`config.mk`:
```
export PLATFORM = sky130hd
export DESIGN_NAME = i2c_scl_gen
export DESIGN_NICKNAME = d
export VERILOG_FILES = /design/src/rtl/i2c_pkg.sv /design/src/rtl/i2c_sync2.sv /design/src/rtl/i2c_scl_gen.sv
export SDC_FILE = /design/constraint.sdc
export NUM_CORES = 1
export LEC_CHECK = 0
export CAP_MARGIN = 20
export CELL_PAD_IN_SITES_DETAIL_PLACEMENT = 0
export CELL_PAD_IN_SITES_GLOBAL_PLACEMENT = 1
export CORE_ASPECT_RATIO = 1.75
export CORE_UTILIZATION = 35
export DETAILED_ROUTE_END_ITERATION = 8
export GPL_ROUTABILITY_DRIVEN = 0
export PLACE_DENSITY = 0.7
export SYNTH_ARGS = -nofsm -noshare
export SYNTH_HDL_FRONTEND = slang
export SYNTH_SLANG_ARGS = --single-unit
```
`constraint.sdc`:
```
create_clock -name clk -period 1.9 [get_ports clk]
set_input_delay 0.19 -clock clk [delete_from_list [all_inputs] [get_ports clk]]
set_output_delay 0.19 -clock clk [all_outputs]
set_load 0.03 [all_outputs]
```
`src/rtl/i2c_pkg.sv`:
```
// Shared types and helpers for the I2C bit-timing engine.
package i2c_pkg;

  typedef enum logic [2:0] {StIdle, StLow1, StLow2, StHigh1, StHigh2} scl_state_e;

  function automatic int unsigned quarter_div(input int unsigned clk_hz,
                                              input int unsigned scl_hz);
    return clk_hz / (4 * scl_hz);
  endfunction

  // Bits needed to hold values 0..max_val.
  function automatic int unsigned cnt_width(input int unsigned max_val);
    return (max_val < 2) ? 1 : $clog2(max_val + 1);
  endfunction

endpackage

```
`src/rtl/i2c_sync2.sv`:
```
// Generic two-flop synchronizer with selectable reset value.
module i2c_sync2 #(
  parameter logic RESET_VAL = 1'b1
) (
  input  logic clk,
  input  logic rst,
  input  logic d,
  output logic q
);

  logic meta_q;
  logic sync_q;

  always_ff @(posedge clk or posedge rst) begin
    if (rst) begin
      meta_q <= RESET_VAL;
      sync_q <= RESET_VAL;
    end else begin
      meta_q <= d;
      sync_q <= meta_q;
    end
  end

  assign q = sync_q;

endmodule

```
`src/rtl/i2c_scl_gen.sv`:
```
// I2C SCL generator: quarter-bit sequencing, open-drain SCL, launch/sample/done
// strobes and clock-stretch timeout.
module i2c_scl_gen
  import i2c_pkg::*;
#(
  parameter int unsigned CLK_HZ      = 27000000,
  parameter int unsigned SCL_HZ      = 400000,
  parameter int unsigned QUARTER     = quarter_div(CLK_HZ, SCL_HZ),
  parameter int unsigned STRETCH_MAX = 4096
) (
  input  logic clk,
  input  logic rst,
  input  logic en,
  input  logic scl_i,
  output logic scl_oe,
  output logic busy,
  output logic launch_stb,
  output logic sample_stb,
  output logic bit_done,
  output logic err
);

  localparam int unsigned QcntW  = cnt_width(QUARTER - 1);
  localparam int unsigned StallW = cnt_width(STRETCH_MAX - 1);
  localparam logic [QcntW-1:0]  QLoad     = QcntW'(QUARTER - 1);
  localparam logic [StallW-1:0] StallLast = StallW'(STRETCH_MAX - 1);

  scl_state_e        state_q, state_d;
  logic [QcntW-1:0]  qcnt_q, qcnt_d;
  logic [StallW-1:0] stall_q, stall_d;
  logic              scl_oe_q, busy_q, launch_q, sample_q, done_q, err_q;
  logic              launch_d, sample_d, done_d, err_d;
  logic              scl_s;

  i2c_sync2 #(
    .RESET_VAL(1'b1)
  ) u_scl_sync (
    .clk(clk),
    .rst(rst),
    .d  (scl_i),
    .q  (scl_s)
  );

  always_comb begin
    state_d  = state_q;
    qcnt_d   = qcnt_q;
    stall_d  = stall_q;
    launch_d = 1'b0;
    sample_d = 1'b0;
    done_d   = 1'b0;
    err_d    = 1'b0;
    unique case (state_q)
      StIdle: begin
        if (en) begin
          state_d = StLow1;
          qcnt_d  = QLoad;
        end
      end
      StLow1: begin
        if (qcnt_q == '0) begin
          state_d  = StLow2;
          qcnt_d   = QLoad;
          launch_d = 1'b1;
        end else begin
          qcnt_d = qcnt_q - 1'b1;
        end
      end
      StLow2: begin
        if (qcnt_q == '0) begin
          state_d = StHigh1;
          qcnt_d  = QLoad;
          stall_d = '0;
        end else begin
          qcnt_d = qcnt_q - 1'b1;
        end
      end
      StHigh1: begin
        // Only count high time the bus actually shows; a held-low SCL is a stretch.
        if (scl_s) begin
          if (qcnt_q == '0) begin
            state_d  = StHigh2;
            qcnt_d   = QLoad;
            sample_d = 1'b1;
          end else begin
            qcnt_d = qcnt_q - 1'b1;
          end
        end else if (stall_q == StallLast) begin
          state_d = StIdle;
          qcnt_d  = '0;
          stall_d = '0;
          err_d   = 1'b1;
        end else begin
          stall_d = stall_q + 1'b1;
        end
      end
      StHigh2: begin
        if (qcnt_q == '0) begin
          done_d = 1'b1;
          if (en) begin
            state_d = StLow1;
            qcnt_d  = QLoad;
          end else begin
            state_d = StIdle;
            qcnt_d  = '0;
          end
        end else begin
          qcnt_d = qcnt_q - 1'b1;
        end
      end
      default: begin
        state_d = StIdle;
        qcnt_d  = '0;
        stall_d = '0;
      end
    endcase
  end

  // Outputs are registered from the next state so SCL drive is glitch-free.
  always_ff @(posedge clk or posedge rst) begin
    if (rst) begin
      state_q  <= StIdle;
      qcnt_q   <= '0;
      stall_q  <= '0;
      scl_oe_q <= 1'b0;
      busy_q   <= 1'b0;
      launch_q <= 1'b0;
      sample_q <= 1'b0;
      done_q   <= 1'b0;
      err_q    <= 1'b0;
    end else begin
      state_q  <= state_d;
      qcnt_q   <= qcnt_d;
      stall_q  <= stall_d;
      scl_oe_q <= (state_d == StLow1) || (state_d == StLow2);
      busy_q   <= (state_d != StIdle);
      launch_q <= launch_d;
      sample_q <= sample_d;
      done_q   <= done_d;
      err_q    <= err_d;
    end
  end

  assign scl_oe     = scl_oe_q;
  assign busy       = busy_q;
  assign launch_stb = launch_q;
  assign sample_stb = sample_q;
  assign bit_done   = done_q;
  assign err        = err_q;

endmodule

```
# Word level (Yosys, flattened, before mapping)
# Cells that the tools add are included.
[op_classes]
add_sub_neg = 2
eq_ne = 11
n_bitwise = 1
mux = 28
n_reduce_logical = 8
[ops]
columns = ["cell", "count"]
rows = [
  ["$mux W12", 3],
  ["$pmux W12 S3", 1],
  ["$mux W4", 6],
  ["$mux W3", 7],
  ["$pmux W4 S4", 1],
  ["$pmux W3 S5", 1],
  ["$add A12 B1 Y12 const B", 1],
  ["$eq A12 B12 Y1 const B", 1],
  ["$eq A3 B2 Y1 const B", 3],
  ["$mux W1", 9],
  ["$eq A3 B1 Y1 const B", 2],
  ["$ne A2 B2 Y1 const B", 3],
  ["$logic_not A4 Y1", 1],
  ["$sub A4 B1 Y4 const B", 1],
  ["$eq A3 B3 Y1 const B", 1],
  ["$logic_not A3 Y1", 1],
  ["$ne A3 B2 Y1 const B", 1],
  ["$reduce_and A3 Y1", 1],
  ["$reduce_bool A3 Y1", 1],
  ["$reduce_or A3 Y1", 1],
  ["$reduce_and A2 Y1", 1],
  ["$reduce_or A2 Y1", 1],
  ["$logic_or A1 B1 Y1", 1],
  ["$not A1 Y1", 1],
]
[word_totals]
wordCells = 61
reg_bits = 27
output_inout_bits = 6
input_bits = 4

# Longest topological paths before layout
# Gate-level depths: netlist of the first run.
[depth]
depth_word = 6
ltp_mapped = 8

# By module
# A second synthesis of the first run with hierarchy kept.
[unflattened]
hier_cells = 171
hier_area_um2 = 1506.4
[modules_own_cells]
columns = ["mod", "cells_per_inst", "instances", "area_each_um2"]
rows = [
  ["i2c_scl_gen", 168, 1, 1450.1],
  ["i2c_sync2", 3, 1, 56.3],
]

# Worst setup path before layout of the first run
# Ideal clock, no wire load.
[synth_path]
path_type = "reg2reg"
startpoint = "reg qcnt_q[0]"
endpoint = "reg stall_q[11]"
n_path_buf = 2
arrival_ps = 1868
path_stages_with_launch = 9
path_slack_ps = -86
setup_ps = 118
cell_sequence = "dfrtp_1 > inv_1 > ha_1 > or3b_1 > buf_6 > a221oi_4 > buf_6 > o31ai_2 > a21o_1"
[synth_via]
elab_chain_len = 3
[synth_rtl]
columns = ["item", "line_no", "text"]
rows = [
  ["start: declaration", "i2c_scl_gen.sv:29", "logic [QcntW-1:0] qcnt_q, qcnt_d;"],
  ["start signal: assignment", "i2c_scl_gen.sv:132", "qcnt_q <= qcnt_d;"],
  ["$logic_not A4 Y1", "i2c_scl_gen.sv:69", "if (qcnt_q == '0) begin"],
  ["$ne A2 B2 Y1 (no source line)", "--", ""],
  ["$reduce_and A3 Y1 (no source line)", "--", ""],
  ["end signal: assignment", "i2c_scl_gen.sv:133", "stall_q <= stall_d;"],
  ["end: declaration", "i2c_scl_gen.sv:30", "logic [StallW-1:0] stall_q, stall_d;"],
]
# Every way passes these cells.
# A chain may end at the register's enable or synchronous reset.

# Worst setup path after layout of the first run
[layout_path]
startpoint = "reg qcnt_q[0]"
endpoint = "reg stall_q[1]"
# The elaborated chain is that of the path after synthesis.

==> Flow_metrics.wiki, run 1 <==
{| class="wikitable"
! Metric !! Value
|-
| Multi-input combinational cell area || 920 um2
|-
| IO Port Bufs || 9
|-
| Portion of total power attributed to the clock network || 11.8%
|-
| Total setup violations reported at the end of the flow || 4
|-
| Number of core rows || 32
|-
| Maximum clock insertion buffer count || 2
|-
| Kind of critical path || flop to flop
|-
| M3 GR Usage || 2.01%
|-
| Pin count of the biggest net entering global routing || 28
|-
| Cell area power density || 1360 nW/um2
|-
| Most used cell along the critical path || sky130_fd_sc_hd__buf_6
|-
| Sequential area share after synthesis || 42.3%
|-
| Antenna diode count || 0
|-
| Gate count of the mapped netlist || 166
|-
| Die ar. || 4860 um2
|-
| Regs by FF count || stall_q x12, qcnt_q x4, state_q x3
|-
| Via count of the first global-routing pass || 1,429
|-
| Final period demand of the worst path || 1.94 ns
|-
| Sw power || 1.14 mW
|-
| Starting density of the core || 36.4%
|-
| Num CTS Buffers || 3
|-
| CORE AREA || 4400 um2
|-
| Most common flop cell mapped by yosys || sky130_fd_sc_hd__dfrtp_1
|-
| First-pass DRT Iterations || 4
|-
| Cell class contributing the biggest share of worst-path delay || compound AO/OA/AOI/OAI gates
|-
| Dpl cells || 238
|-
| Number of cells in the finished layout apart from fillers || 249
|-
| Data required time of the critical path || 2.09 ns
|-
| TritonCTS Sinks || 27
|-
| Synthesis-stage register bit count || 27
|-
| Number of flip-flops in the largest register || 12
|-
| Startpoint Class || flop
|-
| Total number of H-tree levels || 1
|-
| Placed standard-cell area || 1890 um2
|-
| Post-route worst setup slack || -0.0382 ns
|-
| Ys async rst share || 100%
|-
| Via-per-instance ratio || 5.77
|-
| Cell-internal power || 1.70 mW
|-
| Smallest hold slack || 0.277 ns
|-
| Cell with the largest stage delay on the worst path || sky130_fd_sc_hd__dfrtp_1
|-
| Clock transition at path regs || 0.09 ns
|-
| Crit path cell chain || inv_2 -> ha_4 -> or3b_4 -> a221oi_4 -> buf_6 -> buf_6 -> nand2_2 -> o32ai_2
|-
| Proportion of layout cells with a drive suffix above 1 || 28.3%
|-
| Via count || 1,436
|-
| DRT iter0 DRCs || 34
|-
| Result of the run || finished with violations
|-
| Width of the die || 53.1 um
|-
| Leading cell type in the layout, fill and taps excluded || sky130_fd_sc_hd__buf_4
|-
| Final Hold Violating Endpoints || 0
|-
| Number of nets in the layout || 205
|-
| WP data arrival || 2.12 ns
|-
| Unrepaired setup endpoints after global routing || yes
|-
| Antenna violations before repair || 0
|-
| Switching part of the total || 40.1%
|-
| FF+latch area || 678 um2
|-
| Distinct cell type count of the synthesized netlist || 47
|-
| Logic pwr share || 60.2%
|-
| Hold Crit Class || input pin to asynchronous set/reset pin
|-
| Number of enable-type register cells in the synthesized netlist || 0
|-
| Most flop-heavy register || stall_q
|-
| Sequential fraction of design power || 28.0%
|-
| Count of hold buffers inserted by post-cts repair || 0
|-
| Global-route track usage on met1 || 21.6%
|-
| Aggregate routed wire length || 4.19 mm
|-
| First-pass GRT wire length || 6.78 mm
|-
| Cell chosen for the clock root || sky130_fd_sc_hd__clkbuf_8
|-
| Remaining routing DRC violations || 0
|-
| Commonest cells after routing, fill and taps aside || sky130_fd_sc_hd__buf_4 (26), sky130_fd_sc_hd__dfrtp_1 (25), sky130_fd_sc_hd__nor3b_1 (9), sky130_fd_sc_hd__clkdlybuf4s50_1 (9)
|-
| Global route overflow || 0
|-
| Cell area after technology mapping || 1600 um2
|-
| Finished layout cell area || 2090 um2
|-
| Count of pins over their slew limit || 0
|-
| Number of nets still failing antenna checks after routing || 0
|-
| Highest fanout seen on the critical path || 6
|-
| Average footprint of a synthesized cell || 9.65 um2
|-
| Static leakage || 0.886 nW
|-
| Met2 usage in global routing || 33.2%
|-
| Worst relative slew slack || 65.2%
|-
| Floorplan die height || 91.5 um
|-
| Synthesis Warnings || 0
|-
| Wirelength per Cell || 16.8 um
|-
| Failing checks || setup timing
|-
| Post-layout util || 47.5%
|-
| Worst-skew pair later-pin latency || 0.27 ns
|-
| Half-perimeter wire length after placement || 2.92 mm
|-
| Fmax achieved || 0.516 GHz
|-
| Number of top-level design ports || 10
|-
| GRT Resource Usage Total || 18.8%
|-
| Slack of the worst reg-to-reg path || -0.04 ns
|-
| Count of fill cells added during filler insertion || 444
|-
| Max-capacitance violation count || 0
|-
| Actual slew at the worst max-slew pin || 0.516 ns
|-
| Maximum ir drop on the vdd rail || 0.806 mV
|-
| Worst Setup End Kind || flop
|-
| Layer with the highest usage after global routing || met2
|-
| Clock tree from TritonCTS || built
|-
| Area delta synth->final || 30.5%
|-
| Count of buffer and inverter cells on the critical path || 3
|-
| Total nets after synthesis || 172
|-
| CP max stage delay || 0.41 ns
|-
| Final period util || 102%
|-
| Clock Skews || 0.00337 ns
|}
-- what timing repair did --
action | in CTS | in global routing
buffers inserted | 1 | 6
pin swaps | 2 | 8
endpoints found under the setup margin | 11 | 14
gates resized for setup | 4 | 17
-- cell type report --
type,count,share of cell area [%]
Multi-Input combinational cell,120,44.0
Sequential cell,27,32.4
Timing Repair Buffer,41,17.3
Tap cell,51,3.05
Clock buffer,4,2.15
Inverter,6,1.08
-- cell usage after synthesis, drive strengths merged (2+ instances only) --
cell type  instances  area [um2]
nand2             10        37.5
nor2b              3        18.8
o22a               3        26.3
dfstp              2        52.6
nor3b             10        75.1
o21a               5        37.5
nand2b             4        25.0
nand3              8        40.0
nor4b              2        17.5
o31ai              4        35.0
mux2i              3        30.0
and2               2        12.5
a211oi             2        15.0
o32ai              2        17.5
nor4               2        12.5
inv                6        22.5
a21o               3        22.5
clkbuf             7        26.3
and4               5        43.8
o21ai              9        45.0
o311ai             4        35.0
a221oi             2        35.0
ha                 2        25.0
nand4              2        12.5
and3               6        37.5
nor2               8        30.0
buf                6        48.8
nor3               5        25.0
dfrtp             25         626
-- kinds of logic after synthesis --
family                   share of synthesized area, %
AND/OR/NAND/NOR                                  26.3
adder cells (fa/ha/maj)                          1.56
AO/OA/AOI/OAI                                    21.9
multiplexers                                     1.88
flip-flops                                       42.3
buffers and inverters                            6.09
-- power by group through the flow --
stage	registers, mW	clock network, mW	logic (mW)
6_report	0.795	0.334	1.71
5_1_grt	0.810	0.379	1.85
4_1_cts	0.790	0.350	1.45
3_5_place_dp	0.799	0	1.39
3_3_place_gp	0.795	0	1.36
2_1_floorplan	0.820	0	0.899
-- per-stage QoR --
stage	TNS (ns)	power [mW]	setup WS (ns)
2_1_floorplan	-0.0109	1.72	-0.00882
3_3_place_gp	-0.168	2.16	-0.138
3_5_place_dp	-0.415	2.19	-0.125
4_1_cts	-0.118	2.59	-0.0268
5_1_grt	-0.688	3.04	-0.101
6_report	-0.0786	2.83	-0.0382
-- final timing paths --
| path | endpoint | startpoint | cells past startpoint |
|---|---|---|---|
| worst max-delay path | stall_q[1]$_DFFE_PP0P_ | qcnt_q[0]$_DFFE_PP0P_ | 8 |
| worst min-delay path | state_q[0]$_DFF_PP0_ | rst | 3 |
| worst max register to register | stall_q[1]$_DFFE_PP0P_ | qcnt_q[0]$_DFFE_PP0P_ | 8 |
| worst min register to register | u_scl_sync.q$_DFF_PP1_ | u_scl_sync.meta_q$_DFF_PP1_ | 0 |
| max in group asynchronous | u_scl_sync.meta_q$_DFF_PP1_ | rst | 3 |
| min in group clk | u_scl_sync.meta_q$_DFF_PP1_ | scl_i | 1 |
-- worst register-to-register path, cell delays in order, from the launching register on --
cell                       delay [ns]
sky130_fd_sc_hd__dfrtp_1         0.41
sky130_fd_sc_hd__inv_2           0.09
sky130_fd_sc_hd__ha_4            0.14
sky130_fd_sc_hd__or3b_4          0.39
sky130_fd_sc_hd__a221oi_4        0.29
sky130_fd_sc_hd__buf_6           0.16
sky130_fd_sc_hd__buf_6           0.11
sky130_fd_sc_hd__nand2_2         0.04
sky130_fd_sc_hd__o32ai_2         0.23
-- routing by layer --
layer	vias up	wire length, um	share of wire (%)
li1	697	-	-
met1	715	1690	40
met2	18	2320	55
met3	6	72	1.7
met4	0	106	2.5
met5	-	0	0
No activity file was read; power rests on OpenSTA's default activity.
==> inputs of run 2 (changes only) <==
Settings changed: PLACE_DENSITY 0.7 to default, PLACE_DENSITY_LB_ADDON from default to 0.1, SYNTH_HIERARCHICAL from default to 1.
==> run 2 against run 1 <==
Against the previous run:
- the run now ends clean
- first-iteration DRC count decreased by 32%
- sequential share of layout area up 4.3 points
- synthesized cell count is 3.0% higher
- routed wire length decreased by 9.6%
- clock skew is 0.0044 ns higher
- critical path type unchanged
==> Flow_metrics.wiki, run 2 <==
{| class="wikitable"
! Metric !! Value
|-
| Via count || 1,356
|-
| Number of flip-flops in the largest register || 12
|-
| Top cells by area in the synthesized netlist || sky130_fd_sc_hd__dfrtp_1 (42%), sky130_fd_sc_hd__o21ai_1 (4.3%), sky130_fd_sc_hd__nor2_1 (4.2%)
|-
| Share of synthesized cell area in and, or, nand and nor gates || 26.9%
|-
| Post-CTS setup repair buffer count || 0
|-
| Post-layout power || 1.94 mW
|-
| DRT iter0 DRCs || 23
|-
| Startpoint Class || flop
|-
| Dpl cells || 240
|-
| Synthesis Warnings || 6
|-
| GRT Resource Usage Total || 18.8%
|-
| RR Startpoint || qcnt_q[0]$_DFFE_PP0P_
|-
| Fmax achieved || 0.556 GHz
|-
| Most instantiated cells after synthesis || sky130_fd_sc_hd__dfrtp_1 (25), sky130_fd_sc_hd__nor2_1 (17), sky130_fd_sc_hd__nand2_1 (14), sky130_fd_sc_hd__o21ai_1 (13), sky130_fd_sc_hd__nand3_1 (12)
|-
| Hold Crit Class || input pin to asynchronous set/reset pin
|-
| CORE AREA || 4110 um2
|-
| Start point of the critical path || qcnt_q[0]$_DFFE_PP0P_
|-
| Finished layout cell area || 1850 um2
|-
| Total nets after synthesis || 177
|-
| Starting density of the core || 36.6%
|-
| Unrepaired setup endpoints after global routing || no
|-
| Number of enable-type register cells in the synthesized netlist || 0
|-
| Clock transition at path regs || 0.10 ns
|-
| Clock Skews || 0.00772 ns
|-
| Total number of H-tree levels || 1
|-
| Number of nets in the layout || 202
|-
| Post-Synth Adder-Cell Area || 1.66%
|-
| Remaining routing DRC violations || 0
|-
| Aggregate routed wire length || 3.79 mm
|-
| Most flop-heavy register || stall_q
|-
| Ys async rst share || 100%
|-
| Half-perimeter wire length after placement || 2.88 mm
|-
| Data required time of the critical path || 2.12 ns
|-
| Worst-skew pair later-pin latency || 0.27 ns
|-
| Most frequent cell after synthesis || sky130_fd_sc_hd__dfrtp_1
|-
| First-pass DRT Iterations || 4
|-
| Antenna violations before repair || 0
|-
| IO Port Bufs || 9
|-
| Width of the die || 51.6 um
|-
| Clock tree from TritonCTS || built
|-
| Average footprint of a synthesized cell || 8.81 um2
|-
| Result of the run || completed
|-
| Global route overflow || 0
|-
| Num CTS Buffers || 3
|-
| Sequential area share after synthesis || 45.0%
|-
| Final period util || 94.7%
|-
| Highest fanout seen on the critical path || 16
|-
| Actual slew at the worst max-slew pin || 0.364 ns
|-
| Worst relative slew slack || 75.5%
|-
| Register-to-Register Path Depth || 7
|-
| Maximum ir drop on the vdd rail || 0.711 mV
|-
| Antenna diode count || 0
|-
| Share of cell area taken by muxes after synthesis || 0.664%
|-
| Placed standard-cell area || 1770 um2
|-
| Count of pins over their slew limit || 0
|-
| Total setup violations reported at the end of the flow || 0
|-
| Wirelength per Cell || 15.5 um
|-
| Number of cells in the finished layout apart from fillers || 244
|-
| Synthesis-stage register bit count || 27
|-
| Count of hold buffers inserted by post-cts repair || 0
|-
| Sw power || 736 uW
|-
| Maximum clock insertion buffer count || 2
|-
| Proportion of layout cells with a drive suffix above 1 || 19.5%
|-
| Floorplan die height || 88.8 um
|-
| Logic pwr share || 43.7%
|-
| Pin count of the biggest net entering global routing || 26
|-
| Leading cell type in the layout, fill and taps excluded || sky130_fd_sc_hd__dfrtp_1
|-
| Cell chosen for the clock root || sky130_fd_sc_hd__clkbuf_8
|-
| Die ar. || 4580 um2
|-
| Worst Setup End Kind || flop
|-
| Gate count of the mapped netlist || 171
|-
| Sequential fraction of design power || 39.4%
|-
| Cell area after technology mapping || 1510 um2
|-
| Final period demand of the worst path || 1.80 ns
|-
| Switching part of the total || 38.0%
|-
| Most common flop cell mapped by yosys || sky130_fd_sc_hd__dfrtp_1
|-
| Portion of total power attributed to the clock network || 16.9%
|-
| Via-per-instance ratio || 5.56
|-
| Final Hold Violating Endpoints || 0
|-
| WP data arrival || 2.01 ns
|-
| Synthesized-area fraction occupied by ao, oa, aoi and oai cells || 20.1%
|-
| First-pass GRT wire length || 6.49 mm
|-
| Via count of the first global-routing pass || 1,440
|-
| Cell with the largest stage delay on the worst path || sky130_fd_sc_hd__or4_1
|-
| Regs by FF count || stall_q x12, qcnt_q x4, state_q x3
|-
| Cell area power density || 1050 nW/um2
|-
| Cell-internal power || 1.20 mW
|-
| Number of top-level design ports || 10
|-
| Number of core rows || 31
|-
| Crit path cell chain || inv_1 -> ha_2 -> nor3b_4 -> a221oi_2 -> buf_6 -> or4_1 -> nand3_1
|-
| Kind of critical path || flop to flop
|-
| Static leakage || 0.797 nW
|-
| Portion of synthesized cell area occupied by the leading cell type || 41.5%
|-
| Cell accounting for the most synthesized area || sky130_fd_sc_hd__dfrtp_1
|-
| Number of nets still failing antenna checks after routing || 0
|-
| Xor/xnor cell area share of the yosys netlist || 0.581%
|-
| TritonCTS Sinks || 27
|-
| Commonest cells after routing, fill and taps aside || sky130_fd_sc_hd__dfrtp_1 (24), sky130_fd_sc_hd__buf_4 (20), sky130_fd_sc_hd__nor2_1 (17)
|-
| CP max stage delay || 0.51 ns
|-
| Area delta synth->final || 22.8%
|-
| Dominant combinational cell family by area after synthesis || simple AND/OR/NAND/NOR gates
|-
| Distinct cell type count of the synthesized netlist || 48
|-
| Total negative setup slack || 0 ns
|-
| Max-capacitance violation count || 0
|}
==> run 2: cell count changes after synthesis, moves of 3 or more <==
| cell | previous run | this run |
|---|---|---|
| sky130_fd_sc_hd__o21ai_0 | 9 | 5 |
| sky130_fd_sc_hd__and4_1 | 5 | 0 |
| sky130_fd_sc_hd__o22a_1 | 3 | 0 |
| sky130_fd_sc_hd__nor2_1 | 8 | 17 |
| sky130_fd_sc_hd__nand3_1 | 8 | 12 |
| sky130_fd_sc_hd__buf_6 | 3 | 0 |
| sky130_fd_sc_hd__and3_1 | 6 | 2 |
| sky130_fd_sc_hd__o21ai_1 | 0 | 13 |
| sky130_fd_sc_hd__nand2_1 | 10 | 14 |
| sky130_fd_sc_hd__nor3b_1 | 10 | 1 |
| sky130_fd_sc_hd__o21a_1 | 5 | 1 |
| sky130_fd_sc_hd__a21oi_1 | 1 | 11 |
| sky130_fd_sc_hd__or3_1 | 1 | 5 |
==> run 2: worst paths after layout <==
path	slack (ns)	to
max in group asynchronous	1.32	state_q[1]$_DFF_PP0_
min in group clk	0.32	u_scl_sync/meta_q$_DFF_PP1_
hold reg to reg	0.37	u_scl_sync/q$_DFF_PP1_
setup reg to reg	0.10	stall_q[9]$_DFFE_PP0P_
hold / removal	0.28	u_scl_sync/meta_q$_DFF_PP1_
setup / recovery	0.10	stall_q[9]$_DFFE_PP0P_
==> run 2: kinds of logic after synthesis <==
group                      after synthesis
DFF                                     27
and+or+nand+nor                         74
xor gates and xnor gates                 1
muxes                                    1
AOI/OAI and AO/OA                       48
adders and majority gates                2
buffers and inverters                   18
==> run 2: power by group through the flow <==
| stage | Sequential [mW] | Combinational (mW) | Clock (mW) |
|---|---|---|---|
| final | 0.763 | 0.847 | 0.328 |
| after global routing | 0.775 | 0.956 | 0.361 |
| after CTS | 0.755 | 0.835 | 0.344 |
| after detailed placement | 0.765 | 0.831 | 0 |
| after global placement | 0.764 | 0.826 | 0 |
| after floorplan | 0.783 | 0.518 | 0 |
==> run 2: worst max-delay path, delay by kind of cell, from the launching register on <==
family                     cells  cell delay (ns)
adders and majority gates      1             0.20
and+or+nand+nor                3             0.82
DFF                            1             0.39
buffers and inverters          2             0.24
AOI/OAI and AO/OA              1             0.09
==> run 2: cell type report <==
cell class,count,area (um2)
Clock inverter,1,5.00
Fill cell,442,2260
Multi-Input combinational cell,126,782
Tap cell,49,61.3
Inverter,8,30.0
Sequential cell,27,679
Timing Repair Buffer,30,251
Clock buffer,3,41.3
==> run 2: per-stage QoR <==
| step | util, % | setup slack [ns] | hold slack, ns |
|---|---|---|---|
| finish | 45.0 | 0.102 | 0.278 |
| global route | 45.0 | 0.00151 | 0.308 |
| CTS | 44.2 | 0.0135 | 0.262 |
| detailed placement | 43.0 | -0.00150 | 0.354 |
| global placement | 43.0 | -0.0124 | 0.350 |
| floorplan | - | 0.0668 | 0.102 |
==> run 2: repair_timing <==
item,in CTS,in global routing
pin swaps,0,0
cloned,0,0
gates resized for setup,1,7
endpoints found under the setup margin,2,10
==> run 2: layer usage <==
| layer | wire length (um) | track usage, % | part of all wire [%] | vias to the layer above |
|---|---|---|---|---|
| li1 | - | - | - | 660 |
| met1 | 1470 | 20.0 | 39 | 663 |
| met2 | 2120 | 34.2 | 56 | 21 |
| met3 | 57 | 2.06 | 1.5 | 12 |
| met5 | 0 | 0 | 0 | - |
| met4 | 143 | 11.5 | 3.8 | 0 |
==> inputs of run 3 (changes only) <==
Settings changed: GPL_TIMING_DRIVEN from default to 0.
Clock period 1.9 ns to 2.25 ns, I/O delays scaled along.
==> run 3 against run 2 <==
Against the previous run:
- sequential share of layout area grew 1.7 points
- highest routed layer unchanged
- worst setup slack gained 0.043 ns
- clock power decreased by 15%
==> Flow_metrics.wiki, run 3 (synthesis gave the netlist of run 2 again) <==
{| class="wikitable"
! Metric !! Value
|-
| Floorplan die height || 88.8 um
|-
| Logic pwr share || 41.6%
|-
| Commonest cells after routing, fill and taps aside || sky130_fd_sc_hd__dfrtp_1 (25), sky130_fd_sc_hd__nor2_1 (17), sky130_fd_sc_hd__nand2_1 (14)
|-
| WP data arrival || 2.28 ns
|-
| TritonCTS Sinks || 27
|-
| Total negative setup slack || 0 ns
|-
| Setup slack at placement || 0.0137 ns
|-
| Final period demand of the worst path || 2.11 ns
|-
| Via count || 1,303
|-
| Portion of total power attributed to the clock network || 17.7%
|-
| Count of hold buffers inserted by post-cts repair || 0
|-
| Area delta synth->final || 17.3%
|-
| Clock Skews || 0.00703 ns
|-
| Number of top-level design ports || 10
|-
| First-pass GRT wire length || 6.37 mm
|-
| Cell-internal power || 953 uW
|-
| RR Startpoint || qcnt_q[0]$_DFFE_PP0P_
|-
| Unrepaired setup endpoints after global routing || no
|-
| Most flop-heavy register || stall_q
|-
| Critical R2R Capture || busy$_DFF_PP0_
|-
| Hold Crit Class || input pin to asynchronous set/reset pin
|-
| Smallest hold slack || 0.188 ns
|-
| Result of the run || completed
|-
| Highest fanout seen on the critical path || 9
|-
| Total setup violations reported at the end of the flow || 0
|-
| Worst Setup End Kind || flop
|-
| Final period util || 93.6%
|-
| Length of routed met3 wiring || 41 um
|-
| Number of flip-flops in the largest register || 12
|-
| Register-to-Register Path Depth || 7
|-
| Cell area power density || 892 nW/um2
|-
| Number of nets still failing antenna checks after routing || 0
|-
| CORE AREA || 4110 um2
|-
| Highest metal layer with signal wires || met4
|-
| Slack of the worst reg-to-reg path || 0.14 ns
|-
| Global route overflow || 0
|-
| Number of nets in the layout || 193
|-
| Kind of critical path || flop to flop
|-
| Length of routed met2 wiring || 2.03 mm
|-
| IO Port Bufs || 8
|-
| Post-layout util || 43.0%
|-
| Via count of the first global-routing pass || 1,333
|-
| Die ar. || 4580 um2
|-
| Aggregate routed wire length || 3.74 mm
|-
| Switching part of the total || 39.5%
|-
| DRT iter0 DRCs || 38
|-
| Worst relative slew slack || 67.6%
|-
| Sw power || 623 uW
|-
| Leading cell type in the layout, fill and taps excluded || sky130_fd_sc_hd__dfrtp_1
|-
| First-pass DRT Iterations || 4
|-
| Remaining routing DRC violations || 0
|-
| Fmax achieved || 0.475 GHz
|-
| Clock transition at path regs || 0.10 ns
|-
| Starting density of the core || 36.6%
|-
| Via-per-instance ratio || 5.54
|-
| Maximum ir drop on the vdd rail || 0.420 mV
|-
| Antenna diode count || 0
|-
| Pin count of the biggest net entering global routing || 26
|-
| Width of the die || 51.6 um
|-
| Total number of H-tree levels || 1
|-
| Max-capacitance violation count || 0
|-
| GRT Resource Usage Total || 18.5%
|-
| Worst-skew pair later-pin latency || 0.27 ns
|-
| Maximum clock insertion buffer count || 2
|-
| Sequential fraction of design power || 40.6%
|-
| Number of core rows || 31
|-
| Cell chosen for the clock root || sky130_fd_sc_hd__clkbuf_8
|-
| Half-perimeter wire length after placement || 2.72 mm
|-
| Regs by FF count || stall_q x12, qcnt_q x4, state_q x3
|-
| Startpoint Class || flop
|-
| Count of pins over their slew limit || 0
|-
| Data required time of the critical path || 2.42 ns
|-
| Clock tree from TritonCTS || built
|-
| Placed standard-cell area || 1650 um2
|-
| Timing endpoint of the critical path || busy$_DFF_PP0_
|-
| Routed metal-1 wirelength || 1.62 mm
|-
| Start point of the critical path || qcnt_q[0]$_DFFE_PP0P_
|-
| Antenna violations before repair || 0
|-
| Finished layout cell area || 1770 um2
|-
| Post-route worst setup slack || 0.145 ns
|-
| Actual slew at the worst max-slew pin || 0.484 ns
|-
| Final Hold Violating Endpoints || 0
|-
| Wirelength per Cell || 15.9 um
|-
| Count of fill cells added during filler insertion || 452
|-
| Static leakage || 0.741 nW
|-
| Num CTS Buffers || 3
|-
| Proportion of layout cells with a drive suffix above 1 || 11.3%
|}
[run 3: cell types whose count changed in the layout (fill, tap and decap cells not counted), sizes merged]
cell,change
buf,-12
clkbuf,+4
clkdlybuf4s50,-1
[run 3: per-stage QoR]
stage / total power [mW] / cells
detailed placement: 1.28 / 228
finish: 1.58 / 235
CTS: 1.57 / 232
global route: 1.70 / 235
global placement: 1.26 / 228
floorplan: 1.10 / 171
[run 3: per-layer routing]
layer	up-vias	GRT usage, %
li1	643	-
met5	-	0
met2	9	33.8
met3	4	1.72
met4	0	8.11
met1	647	21.2
[run 3: timing repair]
| action | in CTS | in global routing |
|---|---|---|
| resized for setup | 1 | 2 |
| setup endpoints to repair | 1 | 6 |
| cloned | 0 | 0 |
| setup buffers | 0 | 3 |
[run 3: how the worst min path moves through the flow]
stage,slack (ns),depth (start not counted),to
after floorplan,0.14,1,u_scl_sync/meta_q$_DFF_PP1_
after global placement,0.35,0,u_scl_sync/q$_DFF_PP1_
after detailed placement,0.35,0,u_scl_sync/q$_DFF_PP1_
after CTS,0.29,2,u_scl_sync/meta_q$_DFF_PP1_
after global routing,0.21,2,qcnt_q[2]$_DFFE_PP0P_
final,0.19,2,qcnt_q[3]$_DFFE_PP0P_
[run 3: worst max-delay path, cell delays in order (launching register included)]
cell and delay, ns:
sky130_fd_sc_hd__dfrtp_1 0.43, sky130_fd_sc_hd__inv_1 0.10, sky130_fd_sc_hd__ha_1 0.29, sky130_fd_sc_hd__or3b_1 0.55, sky130_fd_sc_hd__a211oi_1 0.30, sky130_fd_sc_hd__a21oi_1 0.07
sky130_fd_sc_hd__o21a_1 0.20, sky130_fd_sc_hd__o311ai_1 0.08
[run 3: final cells by class]
class	count	area, um2	share of cell area, %
clock buffers	3	41.3	2.34
repair buffers	12	130	7.37
plain buffers	9	42.5	2.41
flip-flops and latches	27	678	38.4
inverters	8	30.0	1.70
clock inverters	1	5.00	0.283
well taps	49	61.3	3.47
multi-input cells	126	778	44.1
[run 3: power by group through the flow]
stage | Combinational [mW] | Clock, mW | Sequential (mW)
CTS | 0.639 | 0.294 | 0.640
detailed placement | 0.633 | 0 | 0.645
global placement | 0.621 | 0 | 0.640
global route | 0.741 | 0.309 | 0.649
finish | 0.656 | 0.279 | 0.641
floorplan | 0.437 | 0 | 0.662
